File: src/rtl/riscv_pkg.sv
// Shared fetch-stage types and constants: data/address width, instruction width,
// sequential PC increment and the fetch FSM state encoding.
package riscv_pkg;

  localparam int XLEN    = 32;
  localparam int INSTR_W = 32;
  localparam int PC_STEP = 4;

  typedef enum logic [2:0] {
    IDLE = 3'd0,
    REQ  = 3'd1,
    WAIT = 3'd2,
    HOLD = 3'd3,
    ERR  = 3'd4
  } fetch_state_t;

  // A fetch target is misaligned when either of its two low bits is set.
  function automatic logic is_misaligned(input logic [1:0] low_bits);
    return |low_bits;
  endfunction

endpackage

File: src/rtl/pc_fetch_unit_if.sv
// Fetch-stage bus: execute redirect, instruction-memory request/response and
// the decode handshake. master = fetch unit, slave = its environment.
interface pc_fetch_unit_if #(
  parameter int XLEN = 32
);

  logic            redirect_valid;
  logic [XLEN-1:0] redirect_target;
  logic            imem_req_valid;
  logic            imem_req_ready;
  logic [XLEN-1:0] imem_req_addr;
  logic            imem_resp_valid;
  logic [31:0]     imem_resp_data;
  logic            if_valid;
  logic            if_ready;
  logic [XLEN-1:0] if_pc;
  logic [31:0]     if_instr;
  logic            misalign_err;

  modport master (
    input  redirect_valid, redirect_target, imem_req_ready,
    input  imem_resp_valid, imem_resp_data, if_ready,
    output imem_req_valid, imem_req_addr, if_valid, if_pc, if_instr, misalign_err
  );

  modport slave (
    output redirect_valid, redirect_target, imem_req_ready,
    output imem_resp_valid, imem_resp_data, if_ready,
    input  imem_req_valid, imem_req_addr, if_valid, if_pc, if_instr, misalign_err
  );

endinterface

File: src/rtl/mux2_1.sv
// Generic 2:1 word multiplexer: y = s ? b : a.
module mux2_1 #(
  parameter int W = 32
) (
  input  logic         s,
  input  logic [W-1:0] a,
  input  logic [W-1:0] b,
  output logic [W-1:0] y
);

  assign y = s ? b : a;

endmodule

File: src/rtl/pc_fetch_unit.sv
// Instruction-fetch stage: one outstanding imem request, redirect flush, decode handoff.
// Optional misaligned-redirect trap enabled by defining PC_MISALIGN_TRAP_EN.
module pc_fetch_unit
  import riscv_pkg::*;
#(
  parameter int              XLEN         = riscv_pkg::XLEN,
  parameter logic [XLEN-1:0] RESET_VECTOR = 32'h0000_0000
) (
  input  logic             clk,
  input  logic             reset,
  pc_fetch_unit_if.master  bus
);

  fetch_state_t           state_r;
  logic [XLEN-1:0]        pc_r;
  logic [INSTR_W-1:0]     hold_r;
  logic                   drop_r;
  logic [XLEN-1:0]        pc_plus4_s;
  logic [XLEN-1:0]        target_s;
  logic [XLEN-1:0]        next_pc_s;
  logic                   trap_s;

`ifdef PC_MISALIGN_TRAP_EN
  logic                   misalign_r;

  assign target_s = bus.redirect_target;
  assign trap_s   = bus.redirect_valid && is_misaligned(bus.redirect_target[1:0]);
  assign bus.misalign_err = misalign_r;
`else
  // Low bits are cleared so a misaligned redirect fetches the enclosing word.
  assign target_s = bus.redirect_target & ~{{(XLEN-2){1'b0}}, 2'b11};
  assign trap_s   = 1'b0;
  assign bus.misalign_err = 1'b0;
`endif

  assign pc_plus4_s = pc_r + XLEN'(PC_STEP);

  mux2_1 #(.W(XLEN)) u_next_pc_mux (
    .s (bus.redirect_valid),
    .a (pc_plus4_s),
    .b (target_s),
    .y (next_pc_s)
  );

  // Fetch FSM: PC, drop-pending flag and held instruction word.
  always_ff @(posedge clk or negedge reset) begin
    if (!reset) begin
      state_r    <= IDLE;
      pc_r       <= RESET_VECTOR;
      drop_r     <= 1'b0;
      hold_r     <= '0;
`ifdef PC_MISALIGN_TRAP_EN
      misalign_r <= 1'b0;
`endif
    end else begin
`ifdef PC_MISALIGN_TRAP_EN
      misalign_r <= 1'b0;
`endif
      if (trap_s && (state_r != ERR)) begin
        state_r    <= ERR;
        drop_r     <= 1'b0;
`ifdef PC_MISALIGN_TRAP_EN
        misalign_r <= 1'b1;
`endif
      end else begin
        case (state_r)
          IDLE: begin
            if (bus.redirect_valid) begin
              pc_r <= next_pc_s;
            end
            state_r <= REQ;
          end
          REQ: begin
            if (bus.redirect_valid) begin
              pc_r <= next_pc_s;
              // An accepted request to the old address still returns a word.
              if (bus.imem_req_ready) begin
                drop_r  <= 1'b1;
                state_r <= WAIT;
              end else begin
                state_r <= REQ;
              end
            end else if (bus.imem_req_ready) begin
              state_r <= WAIT;
            end else begin
              state_r <= REQ;
            end
          end
          WAIT: begin
            if (bus.redirect_valid) begin
              pc_r <= next_pc_s;
              if (bus.imem_resp_valid) begin
                drop_r  <= 1'b0;
                state_r <= REQ;
              end else begin
                drop_r  <= 1'b1;
                state_r <= WAIT;
              end
            end else if (bus.imem_resp_valid) begin
              if (drop_r) begin
                drop_r  <= 1'b0;
                state_r <= REQ;
              end else begin
                hold_r  <= bus.imem_resp_data;
                state_r <= HOLD;
              end
            end else begin
              state_r <= WAIT;
            end
          end
          HOLD: begin
            if (bus.redirect_valid || bus.if_ready) begin
              pc_r    <= next_pc_s;
              state_r <= REQ;
            end else begin
              state_r <= HOLD;
            end
          end
          ERR: begin
            state_r <= ERR;
          end
          default: begin
            state_r <= IDLE;
            drop_r  <= 1'b0;
          end
        endcase
      end
    end
  end

  assign bus.imem_req_valid = (state_r == REQ);
  assign bus.imem_req_addr  = (state_r == REQ)  ? pc_r   : '0;
  assign bus.if_valid       = (state_r == HOLD);
  assign bus.if_pc          = (state_r == HOLD) ? pc_r   : '0;
  assign bus.if_instr       = (state_r == HOLD) ? hold_r : '0;

endmodule

File: src/flat_wrapper.sv
// flat-port wrapper written by rule: the top's interface ports become plain ports
module pc_fetch_unit_flat import riscv_pkg::*;
#(
  parameter int              XLEN         = riscv_pkg::XLEN,
  parameter logic [XLEN-1:0] RESET_VECTOR = 32'h0000_0000
)
  (clk, reset, bus_redirect_valid, bus_redirect_target, bus_imem_req_ready, bus_imem_resp_valid, bus_imem_resp_data, bus_if_ready, bus_imem_req_valid, bus_imem_req_addr, bus_if_valid, bus_if_pc, bus_if_instr, bus_misalign_err);
  pc_fetch_unit_if #(.XLEN(XLEN)) bus_i ();
  input  logic clk;
  input  logic reset;
  input wire logic [$bits(bus_i.redirect_valid)-1:0] bus_redirect_valid;
  input wire logic [$bits(bus_i.redirect_target)-1:0] bus_redirect_target;
  input wire logic [$bits(bus_i.imem_req_ready)-1:0] bus_imem_req_ready;
  input wire logic [$bits(bus_i.imem_resp_valid)-1:0] bus_imem_resp_valid;
  input wire logic [$bits(bus_i.imem_resp_data)-1:0] bus_imem_resp_data;
  input wire logic [$bits(bus_i.if_ready)-1:0] bus_if_ready;
  output wire logic [$bits(bus_i.imem_req_valid)-1:0] bus_imem_req_valid;
  output wire logic [$bits(bus_i.imem_req_addr)-1:0] bus_imem_req_addr;
  output wire logic [$bits(bus_i.if_valid)-1:0] bus_if_valid;
  output wire logic [$bits(bus_i.if_pc)-1:0] bus_if_pc;
  output wire logic [$bits(bus_i.if_instr)-1:0] bus_if_instr;
  output wire logic [$bits(bus_i.misalign_err)-1:0] bus_misalign_err;
  assign bus_i.redirect_valid = bus_redirect_valid;
  assign bus_i.redirect_target = bus_redirect_target;
  assign bus_i.imem_req_ready = bus_imem_req_ready;
  assign bus_i.imem_resp_valid = bus_imem_resp_valid;
  assign bus_i.imem_resp_data = bus_imem_resp_data;
  assign bus_i.if_ready = bus_if_ready;
  assign bus_imem_req_valid = bus_i.imem_req_valid;
  assign bus_imem_req_addr = bus_i.imem_req_addr;
  assign bus_if_valid = bus_i.if_valid;
  assign bus_if_pc = bus_i.if_pc;
  assign bus_if_instr = bus_i.if_instr;
  assign bus_misalign_err = bus_i.misalign_err;
  pc_fetch_unit #(.XLEN(XLEN), .RESET_VECTOR(RESET_VECTOR)) u_core (.clk(clk), .reset(reset), .bus(bus_i));
endmodule
File: config.mk
export PLATFORM = sky130hd
export DESIGN_NAME = pc_fetch_unit_flat
export DESIGN_NICKNAME = d
export VERILOG_FILES = /design/src/rtl/riscv_pkg.sv /design/src/rtl/pc_fetch_unit_if.sv /design/src/rtl/mux2_1.sv /design/src/rtl/pc_fetch_unit.sv /design/src/flat_wrapper.sv
export SDC_FILE = /design/constraint.sdc
export NUM_CORES = 1
export LEC_CHECK = 0
export BUFFER_PORTS_ARGS = -buffer_cell sky130_fd_sc_hd__buf_2
export CAP_MARGIN = 40
export CORE_MARGIN = 2
export CORE_UTILIZATION = 54
export CTS_CLUSTER_SIZE = 16
export DETAILED_ROUTE_END_ITERATION = 8
export HOLD_SLACK_MARGIN = 0.06
export PLACE_DENSITY = 0.85
export SLEW_MARGIN = 0
export SYNTH_ARGS = -nofsm -noshare
export SYNTH_HDL_FRONTEND = slang
export SYNTH_HIERARCHICAL = 1
export SYNTH_SLANG_ARGS = --single-unit
export TNS_END_PERCENT = 10
File: constraint.sdc
create_clock -name clk -period 3.1 [get_ports clk]
set_clock_uncertainty 0.05 [all_clocks]
set_input_delay 0.62 -clock clk [delete_from_list [all_inputs] [get_ports clk]]
set_output_delay 0.62 -clock clk [all_outputs]
set_load 0.02 [all_outputs]
# Word level (Yosys, flattened, before mapping)
# Index checks and enable logic that the tools add are counted.
[classes]
muxes = 20
n_bitwise = 3
eq_ne = 9
addsub = 1
n_reduce_logical = 8
[op_table]
columns = ["operator", "count"]
rows = [
  ["2-to-1 mux 32 bit", 6],
  ["case mux 32 bit (2 select lines)", 1],
  ["adder 32 x 3 -> 32 bit (second input constant)", 1],
  ["case mux 3 bit (5 select lines)", 1],
  ["2-to-1 mux 2 bit", 5],
  ["AND reduction 4 bit", 2],
  ["== test 3 x 2 -> 1 bit (second input constant)", 2],
  ["OR reduction 3 bit", 2],
  ["2-to-1 mux 1 bit", 5],
  ["!= test 2 x 1 -> 1 bit (second input constant)", 2],
  ["!= test 2 bit (second input constant)", 2],
  ["== test 3 x 1 -> 1 bit (second input constant)", 1],
  ["== test 3 bit (second input constant)", 1],
  ["logical NOT 3 bit", 1],
  ["2-to-1 mux 3 bit", 1],
  ["!= test 3 bit (second input constant)", 1],
  ["inverter 1 bit", 3],
  ["case mux 1 bit (3 select lines)", 1],
  ["AND reduction 3 bit", 1],
  ["nonzero test 2 bit", 1],
  ["logical OR 1 bit", 1],
]
[totals]
word_cells = 45
ff_bits = 68
inputBits = 70
output_inout_bits = 99

# Longest topological paths before layout
# Gate-level depths: netlist of run 1.
[logic_depth]
ltp_word = 4
mapped_depth = 7
ltp_nobuf = 7

# By module
# Netlist of run 1, hierarchy kept.
[modules_own_cells]
columns = ["module", "instances", "cells_each", "area_per_inst_um2", "seq_area_each_um2"]
rows = [
  ["pc_fetch_unit", 1, 351, 3877.5, 1701.6],
  ["mux2_1", 1, 36, 544.3, 0.0],
]

# Least setup slack after synthesis of run 1
# Ideal clock, no wire load.
[synth_timing]
kind = "register to output"
startpoint = "reg u_core.state_r[2]"
endpoint = "out bus_imem_req_addr[22]"
arrival_time_ns = 1.534
n_path_buf = 1
path_slack_ns = 0.896
required_time_ns = 2.430
path_stages_with_launch = 4
cell_sequence = "dfrtp_1 > nor3b_1 > clkbuf_1 > and2_1"
[synth_between]
elab_chain_len = 2
[synth_lines]
columns = ["element", "line", "rtl"]
rows = [
  ["from (decl)", "pc_fetch_unit.sv:14", "fetch_state_t state_r;"],
  ["from (signal assigned)", "pc_fetch_unit.sv:48", "state_r <= IDLE;"],
  ["from (signal assigned)", "pc_fetch_unit.sv:60", "state_r <= ERR;"],
  ["from (signal assigned)", "pc_fetch_unit.sv:71", "state_r <= REQ;"],
  ["== test 3 x 1 -> 1 bit", "n/a", ""],
  ["named net bus_imem_req_valid", "flat_wrapper.sv:17", "output wire logic [$bits(bus_i.imem_req_valid)-1:0] bus_imem_req_valid;"],
  ["2-to-1 mux 32 bit", "pc_fetch_unit.sv:132", "assign bus.imem_req_addr = (state_r == REQ) ? pc_r : '0;"],
  ["to (decl)", "flat_wrapper.sv:18", "output wire logic [$bits(bus_i.imem_req_addr)-1:0] bus_imem_req_addr;"],
]
# The timed path passes the listed nets, and every way through them passes these cells.

# Final worst setup path of run 1
[layout_timing]
startpoint = "reg u_core.state_r[2]"
endpoint = "out bus_if_instr[8]"
[layout_between]
elab_chain_len = 2
[layout_lines]
columns = ["element", "line", "rtl"]
rows = [
  ["== test 3 x 2 -> 1 bit", "pc_fetch_unit.sv:135", "assign bus.if_instr = (state_r == HOLD) ? hold_r : '0;"],
  ["2-to-1 mux 32 bit", "pc_fetch_unit.sv:135", ""],
  ["to (decl)", "flat_wrapper.sv:21", "output wire logic [$bits(bus_i.if_instr)-1:0] bus_if_instr;"],
]
# No other way between the ends.

==> summary.txt, run 1 <==
Global route
  • Largest net degree at the start of global routing: 39
  • Tot GR Track Use: 0.2244
  • Initial antenna violation count: 0
  • Vias in the first global route: 3,315
  • First-pass GRT wire length: approximately 16 mm
  • GRT overflow: 0

Power
  • Sw Pwr: between 0.002 and 0.0025 W
  • Pwr Density: between 900 and 1000 nW/µm²
  • Peak supply drop: approximately 0.49 mV
  • Total internal power: ~0.0029 W
  • Combinational share of power: 0.517
  • Switching Fraction: 0.4242
  • Total power: between 0.005 and 0.006 W
  • Sequential group share of total power: 0.339
  • Lkg Pwr: between 2 and 3 nW
  • Clock network power share: 0.144

Worst setup path
  • Type of element launching the critical path: flip-flop
  • Reg2reg path depth: 7
  • Setup Crit Path Kind: flip-flop to output port
  • Crit path DAT: between 2 and 2.5 ns
  • CP Capture Type: output port
  • Critical-path maximum fanout: 29
  • WP data required: around 2.4 ns

Synthesis
  • Seq/Total Area, Yosys: 0.3848
  • Cells after synthesis: 387
  • Synth top area share: 0.3848
  • Cell variety after synth: 42
  • FF+latch count, synth: 68
  • Ys Warns: 6
  • Leading area contributor after synthesis: dfrtp_1
  • Top cells by area, synth: dfrtp_1 (38%), mux2_2 (17%), and2_1 (13%)
  • Avg Inst Size Synth: between 10 and 15 µm²
  • Cell Area, Synth: around 4400 µm²

Place
  • DP HPWL: between 7 and 8 mm
  • Global placement routability congestion: around 0.85
  • Pre-CTS setup slack: about 0.67 ns
  • IO buf count: between 150 and 200

Clock tree
  • CTS tree: done
  • Post-CTS Resized: 0
  • H-tree depth: 3
  • Clock Path Buffers: 2
  • Sink Count: between 60 and 70
  • Root Buffer: clkbuf_8
  • Clk_lat worst skew: about 0.34 ns
  • CTS clock-pin slew for the worst setup and hold paths: ~0.090 ns
  • Setup Buffers After CTS: 0
  • CTS buffer count: 9
  • Hold-fix buffers, CTS: 0

STA
  • Unrepaired setup endpoints after global routing: false
  • Hold Vio Cnt, Final: 0
  • Slew HR: 0.4560
  • Final worst-path cycle share: 0.8720
  • F_max: 369.9 MHz
  • Final-report max-slew violation count: 0
  • Crit path time final: about 2.7 ns
  • Fin Setup TNS: 0 ns
  • Setup ws final: about 0.4 ns
  • Tightest Pin Transition: 0.8116 ns
  • Endpoints failing setup: 0

Detailed routing
  • DRC: 0
  • Vias/cell: ~5.2
  • Met1 wire length: between 4 and 5 mm
  • Total Routed Length: around 9.9 mm
  • Top Layer Used: met4
  • Post-DRT Antenna Nets: 0
  • DR WL/cell: about 15 µm
  • Via count: between 3k and 4k
  • Met3 WL post-DR: a little under 900 µm
  • DRT iter0 DRCs: between 70 and 80
  • Pre-antenna DRT Iters: 4
  • Met2 wire length: ~4.9 mm

Layout
  • Most frequent cells in the layout: buf_2 (165), and2_1 (95), dfrtp_1 (68)
  • Commonest non-fill, non-tap cell in the layout: buf_2
  • Final antenna diode count: 0
  • Final #Nets: slightly above 600
  • Share of cells above drive strength 1: 0.5281
  • Area Overhead vs Synth: 23.01%
  • Final core utilization: 0.6721

Job
  • Max Cap Viol: 0

Die
  • Core ar.: about 8100 µm²
  • Die width: 94.49 µm
  • Initial core utilization: 0.5464
  • IO Pins: between 150 and 200
  • Die outline area: between 8000 and 9000 µm²
  • Die Height: around 94 µm
  • Rows: 33

Status
  • Outcome: finished, final reports clean

Worst hold path
  • Worst hold path type: input port to async pin
area by class of cell:
class | count | area, µm²
clock buffer | 10 | 127.6
clock inverter | 6 | 65.06
fill | 669 | 2654
inverter | 2 | 7.507
multi-input combinational | 293 | 2502
sequential | 68 | 1702
tap | 105 | 131.4
timing repair buffer | 172 | 903.4
per-stage QoR:
stage          hold slack (ns)  cell area, µm²  cells
2_1_floorplan           0.2744            4429    389
3_3_place_gp            0.4293            5246    640
3_5_place_dp            0.4359            5246    640
4_1_cts                 0.2939            5439    656
5_1_grt                 0.3324            5439    656
6_report                0.2894            5439    656
flip-flops by register name, indices dropped and copies added (netlist names):
signal,cells
u_core/drop_r,1
u_core/hold_r,32
u_core/pc_r,32
u_core/state_r,3
cell usage after synthesis, drive strengths merged:
cell	number
a21boi	1
a21oi	1
a221o	1
and2	97
and3	4
and3b	1
and4	1
buf	15
clkbuf	11
conb	1
dfrtp	68
ha	1
inv	2
mux2	96
nand2	7
nand2b	1
nand3	10
nand3b	2
nand4	14
nor2	8
nor2b	3
nor3	4
nor3b	2
nor4	2
o21a	2
o21ai	2
o22ai	1
or3	1
xnor2	23
xor2	5
worst paths after layout:
check | slack, ns | from | endpoint
max in group asynchronous | 2.02 | reset | u_core/state_r[0]
max reg2reg | 0.72 | u_core/pc_r[2] | u_core/pc_r[28]
min in group clk | 0.45 | u_core/hold_r[30] | u_core/hold_r[30]
max | 0.40 | u_core/state_r[2] | bus_if_instr[8]
min | 0.29 | reset | u_core/pc_r[20]
min reg2reg | 0.45 | u_core/hold_r[30] | u_core/hold_r[30]
cell families (layout without fill, tap and decap cells):
family                   count (synthesis)  after routing  synth area share
AND/OR/NAND/NOR                        157            157            0.2190
buffers and inverters                   28            190           0.05235
flip-flops                              68             68            0.3848
multiplexers                            96             96            0.2699
other                                    1              3         0.0008481
AO/OA/AOI/OAI                            8              8           0.01472
adder cells (fa/ha/maj)                  1              1          0.002829
XOR/XNOR                                28             28           0.05546
per-layer routing:
layer / vias up / track usage
met1: 1668 / 0.2696
met3: 12 / 0.07263
li1: 1619 / -
met2: 140 / 0.3780
met5: - / 0
met4: 0 / 0.08213
power groups by stage:
stage / Sequential, W / Combinational, W / Clock [W]
2_1_floorplan: 0.00154 / 0.00202 / 0
3_3_place_gp: 0.00167 / 0.00254 / 0
3_5_place_dp: 0.00171 / 0.00261 / 0
4_1_cts: 0.00170 / 0.00262 / 0.000741
5_1_grt: 0.00178 / 0.00281 / 0.000771
6_report: 0.00170 / 0.00260 / 0.000721
worst max-delay path, stage by stage, from the launching register on:
cell and delay [ns]:
dfrtp_1 0.47, and3b_2 0.57, buf_4 0.32, and2_1 0.16, buf_2 0.17
No activity file was read; power rests on OpenSTA's default activity.
==> run 2: changes to the inputs <==
Settings changed: ABC_AREA set to 1, CORE_MARGIN 2 to unset, PLACE_DENSITY 0.85 to 0.84.
==> summary.txt, run 2 <==
Layout
  • Final antenna diode count: 0 (unchanged)
  • Final Cell Area: 5623 µm² (+3.4%)
  • Finished Layout Cells: 992 (+51%)
  • Area Overhead vs Synth: 23.63%
  • Final #Nets: 953 (+54%)
  • Biggest registers after layout: u_core/hold_r (32), u_core/pc_r (32), u_core/state_r (3)
  • Most frequent cells in the layout: nand2_1 (246), nor2_1 (182), buf_2 (165)
  • Share of cells above drive strength 1: 0.2345 (-0.2936)
  • Commonest non-fill, non-tap cell in the layout: nand2_1

Clock tree
  • Setup Buffers After CTS: 0 (unchanged)
  • CTS clock-pin slew for the worst setup and hold paths: 0.08 ns (about the same)
  • Root Buffer: clkbuf_8
  • H-tree depth: 3 (unchanged)
  • CTS tree: done
  • Hold-fix buffers, CTS: 0 (unchanged)
  • Clk_lat worst skew: 0.35 ns (about the same)
  • Sink Count: 68 (unchanged)
  • Clock Path Buffers: 2 (unchanged)
  • Post-CTS Resized: 0 (unchanged)
  • CTS buffer count: 9 (unchanged)

Detailed routing
  • Pre-antenna DRT Iters: 5 (+1)
  • Via count: 5,069 (+47%)
  • Vias/cell: 5.110 (-2.5%)
  • Total Routed Length: 12.87 mm (+29%)
  • DRC: 0 (unchanged)
  • Post-DRT Antenna Nets: 0 (unchanged)
  • DR WL/cell: 12.97 µm (-14%)
  • DRT iter0 DRCs: 274 (+290%)

STA
  • Hold Vio Cnt, Final: 0 (unchanged)
  • F_max: 383.5 MHz (+3.7%)
  • Tightest Pin Transition: 0.8003 ns (-0.01139 ns)
  • Slew HR: 0.4665 (+0.01050)
  • Endpoints failing setup: 0 (unchanged)
  • Final worst-path cycle share: 0.8411 (-0.03090)
  • Fin Setup TNS: 0 ns (unchanged)
  • Unrepaired setup endpoints after global routing: false
  • Crit path time final: 2.607 ns (-0.09580 ns)
  • Final-report max-slew violation count: 0 (unchanged)
  • Worst hold slack: 0.2933 ns (+0.003919 ns)

Synthesis
  • Top cells by area, synth: dfrtp_1 (37%), nand2_1 (20%), nor2_1 (15%)
  • Leading area contributor after synthesis: dfrtp_1
  • Most frequent cell after synthesis: nand2_1
  • Synth top area share: 0.3741 (-0.01069)
  • FF+latch count, synth: 68 (unchanged)
  • Asr flop ratio synth: 1.000 (unchanged)
  • Seq/Total Area, Yosys: 0.3741 (-0.01069)
  • Ys Warns: 6 (unchanged)
  • Most instantiated cells after synthesis: nand2_1 (246), nor2_1 (183), inv_1 (76)
  • Synth Flop Type: dfrtp_1
  • Cell variety after synth: 27 (-36%)
  • Number of flops mapped to enable cells by yosys: 0 (unchanged)
  • Cell Area, Synth: 4548 µm² (+2.9%)
  • Cells after synthesis: 730 (+89%)
  • Avg Inst Size Synth: 6.230 µm² (-45%)

Worst setup path
  • Setup Crit Path Kind: flip-flop to output port
  • Cell family with the largest share of critical-path delay: buffers and inverters
  • Slowest-stage cell, CP: dfrtp_1
  • Worst r2r dst: u_core/pc_r[28]
  • Type of element launching the critical path: flip-flop
  • CP Capture Type: output port
  • CP cell instances: nor2_2, inv_2, buf_4, nor2_1, buf_2
  • Crit path DAT: 1.94 ns (-0.09 ns)
  • Critical-path maximum fanout: 65 (+120%)
  • Levels on crit path: 5 (+1)
  • CP bufs+invs: 3 (+1)
  • Flop2flop setup slack: 0.85 ns (+0.13 ns)
  • Max stage delay on crit path: 0.53 ns (-0.04 ns)
  • Reg2reg path depth: 12 (+5)
  • WP data required: 2.43 ns (about the same)
  • Reg2reg start: u_core/pc_r[3]

Die
  • Die width: 93.78 µm (-0.76%)
  • Die outline area: 8794 µm² (-1.5%)
  • Rows: 33 (unchanged)
  • Initial core utilization: 0.5563 (+0.009939)
  • Die Height: 93.78 µm (-0.76%)
  • IO Pins: 169 (unchanged)
  • Core ar.: 8175 µm² (+1.0%)

Place
  • Global placement routability congestion: 0.9360 (+9.9%)
  • Placed cell area: 5400 µm² (+2.9%)
  • DP HPWL: 9.376 mm (+29%)
  • IO buf count: 165 (unchanged)
  • Placed cell count: 976 (+53%)

Global route
  • First-pass GRT wire length: 20.30 mm (+29%)
  • Tot GR Track Use: 0.2954 (+0.07096)
  • GRT overflow: 0 (unchanged)
  • Largest net degree at the start of global routing: 66 (+69%)
  • Initial antenna violation count: 1 (+1)
  • Vias in the first global route: 4,690 (+41%)

Power
  • Sequential group share of total power: 0.303 (-0.036)
  • Switching Fraction: 0.5019 (+0.07771)
  • Sw Pwr: 0.002645 W (+24%)
  • Clock network power share: 0.159 (+0.015)
  • Total power: 0.005269 W (+4.9%)
  • Combinational share of power: 0.538 (+0.021)
  • Peak supply drop: 0.4500 mV (-8.7%)
  • Lkg Pwr: 3.360 nW (+21%)
  • Pwr Density: 937.0 nW/µm² (+1.5%)
  • Total internal power: 0.002624 W (-9.2%)

Status
  • Outcome: finished, final reports clean

Worst hold path
  • Worst hold path type: input port to async pin

Job
  • Max Cap Viol: 0 (unchanged)
run 2: changes by cell type in the layout (fill, tap and decap cells not counted), moves of 4 or more:
| cell | previous run | this run |
|---|---|---|
| xnor2_1 | 23 | 0 |
| and2_1 | 95 | 0 |
| nand2_1 | 7 | 246 |
| nand2_2 | 0 | 10 |
| mux2_4 | 30 | 0 |
| mux2_2 | 65 | 0 |
| a21oi_1 | 0 | 34 |
| and3_1 | 4 | 0 |
| nand4_1 | 14 | 0 |
| nand3_1 | 9 | 50 |
| xor2_1 | 5 | 15 |
| nor2_1 | 8 | 182 |
| inv_1 | 2 | 75 |
run 2: cell families (layout without fill, tap and decap cells):
| group | after synthesis | in the layout | share of synthesized area |
|---|---|---|---|
| AOI/OAI and AO/OA | 38 | 38 | 0.04264 |
| xor gates and xnor gates | 15 | 15 | 0.02889 |
| adders and majority gates | 1 | 1 | 0.002751 |
| buffers and inverters | 112 | 267 | 0.1161 |
| DFF | 68 | 68 | 0.3741 |
| other | 1 | 3 | 0.0008245 |
| and+or+nand+nor | 495 | 495 | 0.4347 |
run 2: power groups by stage:
stage / combinational, W / sequential (W) / clock, W
floorplan: 0.00203 / 0.00150 / 0
global placement: 0.00267 / 0.00157 / 0
detailed placement: 0.00280 / 0.00160 / 0
CTS: 0.00282 / 0.00159 / 0.000848
global route: 0.00314 / 0.00164 / 0.000887
finish: 0.00283 / 0.00160 / 0.000837
run 2: layer usage:
metal  vias up  share of wire  track usage
met5         -         0.0010            0
met4         2          0.030       0.1423
met3        47          0.079      0.07201
met2       233           0.49       0.5097
met1      2304           0.40       0.3414
li1       2483              -            -
run 2: worst max-delay path by stage:
stage,from,to
CTS,u_core/state_r[1],bus_if_instr[24]
global route,u_core/state_r[1],bus_if_instr[22]
detailed placement,u_core/state_r[1],bus_if_instr[2]
finish,u_core/state_r[2],bus_if_instr[2]
global placement,u_core/state_r[2],bus_imem_req_addr[29]
floorplan,u_core/state_r[2],bus_imem_req_addr[10]
run 2: through the flow:
| stage | utilization | setup WS, ns |
|---|---|---|
| floorplan | - | 0.8859 |
| global placement | 0.6553 | 0.8049 |
| detailed placement | 0.6605 | 0.8947 |
| CTS | 0.6878 | 0.5001 |
| global route | 0.6878 | 0.3782 |
| finish | 0.6878 | 0.4926 |
run 2: final cells by class:
cell class                      instances  area [µm²]
Sequential cell                        68        1702
Clock inverter                          7       98.84
Timing Repair Buffer                  173       938.4
Fill cell                             737        2552
Tap cell                              105       131.4
Inverter                               78       300.3
Clock buffer                            9       123.9
Multi-Input combinational cell        552        2328
==> run 3: changes to the inputs <==
Settings changed: CORE_UTILIZATION 54 to 50, PLACE_DENSITY 0.84 to 0.79.
Clock period 3.1 ns to 2.4 ns, I/O delays scaled along.
==> summary.txt, run 3 (synthesis gave the netlist of run 2 again) <==
Detailed routing
  • Vias/cell: 4.942 (-3.3%)
  • Via count: 4,942 (-2.5%)
  • Post-DRT Antenna Nets: 0 (unchanged)
  • DR WL/cell: 12.79 µm (-1.4%)
  • Total Routed Length: 12.79 mm (-0.61%)
  • DRT iter0 DRCs: 268 (-2.2%)
  • DRC: 0 (unchanged)
  • Pre-antenna DRT Iters: 5 (unchanged)

STA
  • Crit path time final: 2.286 ns
  • Slew HR: 0.6607 (+0.1942)
  • Tightest Pin Transition: 0.5085 ns (-0.2918 ns)
  • Endpoints failing setup: 0 (unchanged)
  • F_max: roughly 440 MHz
  • Fin Setup TNS: 0 ns (unchanged)
  • Final-report max-slew violation count: 0 (unchanged)
  • Unrepaired setup endpoints after global routing: false
  • Worst hold slack: 0.07580 ns (-0.2175 ns)
  • Hold Vio Cnt, Final: 0 (unchanged)
  • Final worst-path cycle share: 0.9527

Die
  • Initial core utilization: 0.5190 (-0.03733)
  • Die outline area: 9482 µm² (+7.8%)
  • Die width: 97.38 µm (+3.8%)
  • IO Pins: 169 (unchanged)
  • Core ar.: 8763 µm² (+7.2%)
  • Die Height: 97.38 µm (+3.8%)
  • Rows: 34 (+3.0%)

Worst setup path
  • Flop2flop setup slack: 0.34 ns (-0.51 ns)
  • Worst r2r dst: u_core/pc_r[28]
  • Crit path DAT: 1.76 ns (-0.18 ns)
  • Critical path endpoint: bus_if_instr[29]
  • WP data required: 1.87 ns (-0.56 ns)
  • Setup Crit Path Kind: flip-flop to output port
  • Type of element launching the critical path: flip-flop
  • Crit path from: u_core/state_r[1]
  • Reg2reg path depth: 12 (unchanged)
  • Reg2reg start: u_core/pc_r[3]
  • Critical-path maximum fanout: 28 (-57%)
  • CP Capture Type: output port

Worst hold path
  • Worst hold path type: input port to async pin

Layout
  • Area Overhead vs Synth: 24.26%
  • Finished Layout Cells: 1,000 (+0.81%)
  • Most frequent cells in the layout: nand2_1 (246), nor2_1 (182), buf_2 (165)
  • Final core utilization: 0.6449 (-0.04287)
  • Share of cells above drive strength 1: 0.2422 (+0.007654)
  • Biggest registers after layout: u_core/hold_r (32), u_core/pc_r (32), u_core/state_r (3)
  • Final #Nets: 958 (+0.52%)
  • Commonest non-fill, non-tap cell in the layout: nand2_1
  • Final antenna diode count: 0 (unchanged)

Place
  • Global placement routability congestion: 0.9263 (-1.0%)
  • DP HPWL: 9.371 mm (about the same)
  • IO buf count: 165 (unchanged)
  • Placed cell count: 984 (+0.82%)

Global route
  • Tot GR Track Use: 0.2764 (-0.01897)
  • Initial antenna violation count: 0 (-1)
  • First-pass GRT wire length: 21.31 mm (+5.0%)
  • GRT overflow: 0 (unchanged)
  • Largest net degree at the start of global routing: 69 (+4.5%)
  • Vias in the first global route: 4,652 (-0.81%)

Clock tree
  • H-tree depth: 3 (unchanged)
  • Clk_lat worst skew: 0.35 ns (about the same)
  • Sink Count: 68 (unchanged)
  • CTS tree: done
  • CTS buffer count: 9 (unchanged)
  • Hold-fix buffers, CTS: 0 (unchanged)
  • Root Buffer: clkbuf_8
  • CTS clock-pin slew for the worst setup and hold paths: 0.08 ns (about the same)
  • Clock Path Buffers: 2 (unchanged)

Power
  • Lkg Pwr: 3.367 nW (+0.19%)
  • Pwr Density: 1194 nW/µm² (+27%)
  • Peak supply drop: 0.5087 mV (+13%)

Job
  • Max Cap Viol: 0 (unchanged)

Status
  • Outcome: finished, final reports clean
[run 3: cell count changes in the layout (fill, tap and decap cells not counted), sizes merged]
cell,change
clkinvlp,+1
inv,+2
bufinv,-1
clkinv,-2
buf,+5
[run 3: how the worst min path moves through the flow]
stage                       from           endpoint  slack, ns  depth (start not counted)
6_report                   reset    u_core/pc_r[17]       0.08                          2
2_1_floorplan              reset      u_core/drop_r       0.13                          0
3_3_place_gp   u_core/hold_r[14]  u_core/hold_r[14]       0.40                          2
3_5_place_dp    u_core/hold_r[0]   u_core/hold_r[0]       0.41                          2
4_1_cts                    reset  u_core/hold_r[27]        0.1                          2
5_1_grt                    reset    u_core/pc_r[13]       0.13                          2
[run 3: power breakdown]
part	total (W)	switching (W)	internal (W)
logic	0.00369	0.00250	0.00118
clock network	0.00101	0.000513	0.000496
registers	0.00205	0.000407	0.00165
total	0.00675	0.00342	0.00332
[run 3: layer usage]
layer	share of wire	track usage	wire, µm
met2	0.50	0.4841	6378
met4	0.012	0.07805	159
met1	0.42	0.3456	5377
met5	0	0	0
met3	0.068	0.05396	874
[run 3: stage by stage]
step | instance area (µm²) | total power (W) | worst slack, ns
floorplan | 4556 | 0.004561 | 0.3259
global placement | 5426 | 0.005585 | 0.3966
detailed placement | 5426 | 0.005704 | 0.3159
CTS | 5647 | 0.006756 | 0.0003424
global route | 5652 | 0.007290 | 0.01498
finish | 5652 | 0.006748 | 0.1135
[run 3: layout make-up]
class                           instances  area (µm²)
Clock inverter                          7       82.58
Timing Repair Buffer                  178       960.9
Fill cell                             817        3112
Clock buffer                            9       123.9
Multi-Input combinational cell        552        2340
Tap cell                              108       135.1
Sequential cell                        68        1704
Inverter                               78       305.3
[run 3: timing repair]
| action | in CTS | in global routing |
|---|---|---|
| buffers inserted | 0 | 0 |
| gates resized for setup | 3 | 4 |
| setup endpoints to repair | 69 | 69 |
| gates cloned | 0 | 0 |
[run 3: worst max-delay path, stage by stage (launching register included)]
cell	delay (ns)
dfrtp_2	0.44
nand2_1	0.14
nor2_4	0.20
inv_6	0.14
buf_12	0.19
nor2_1	0.11
buf_2	0.17
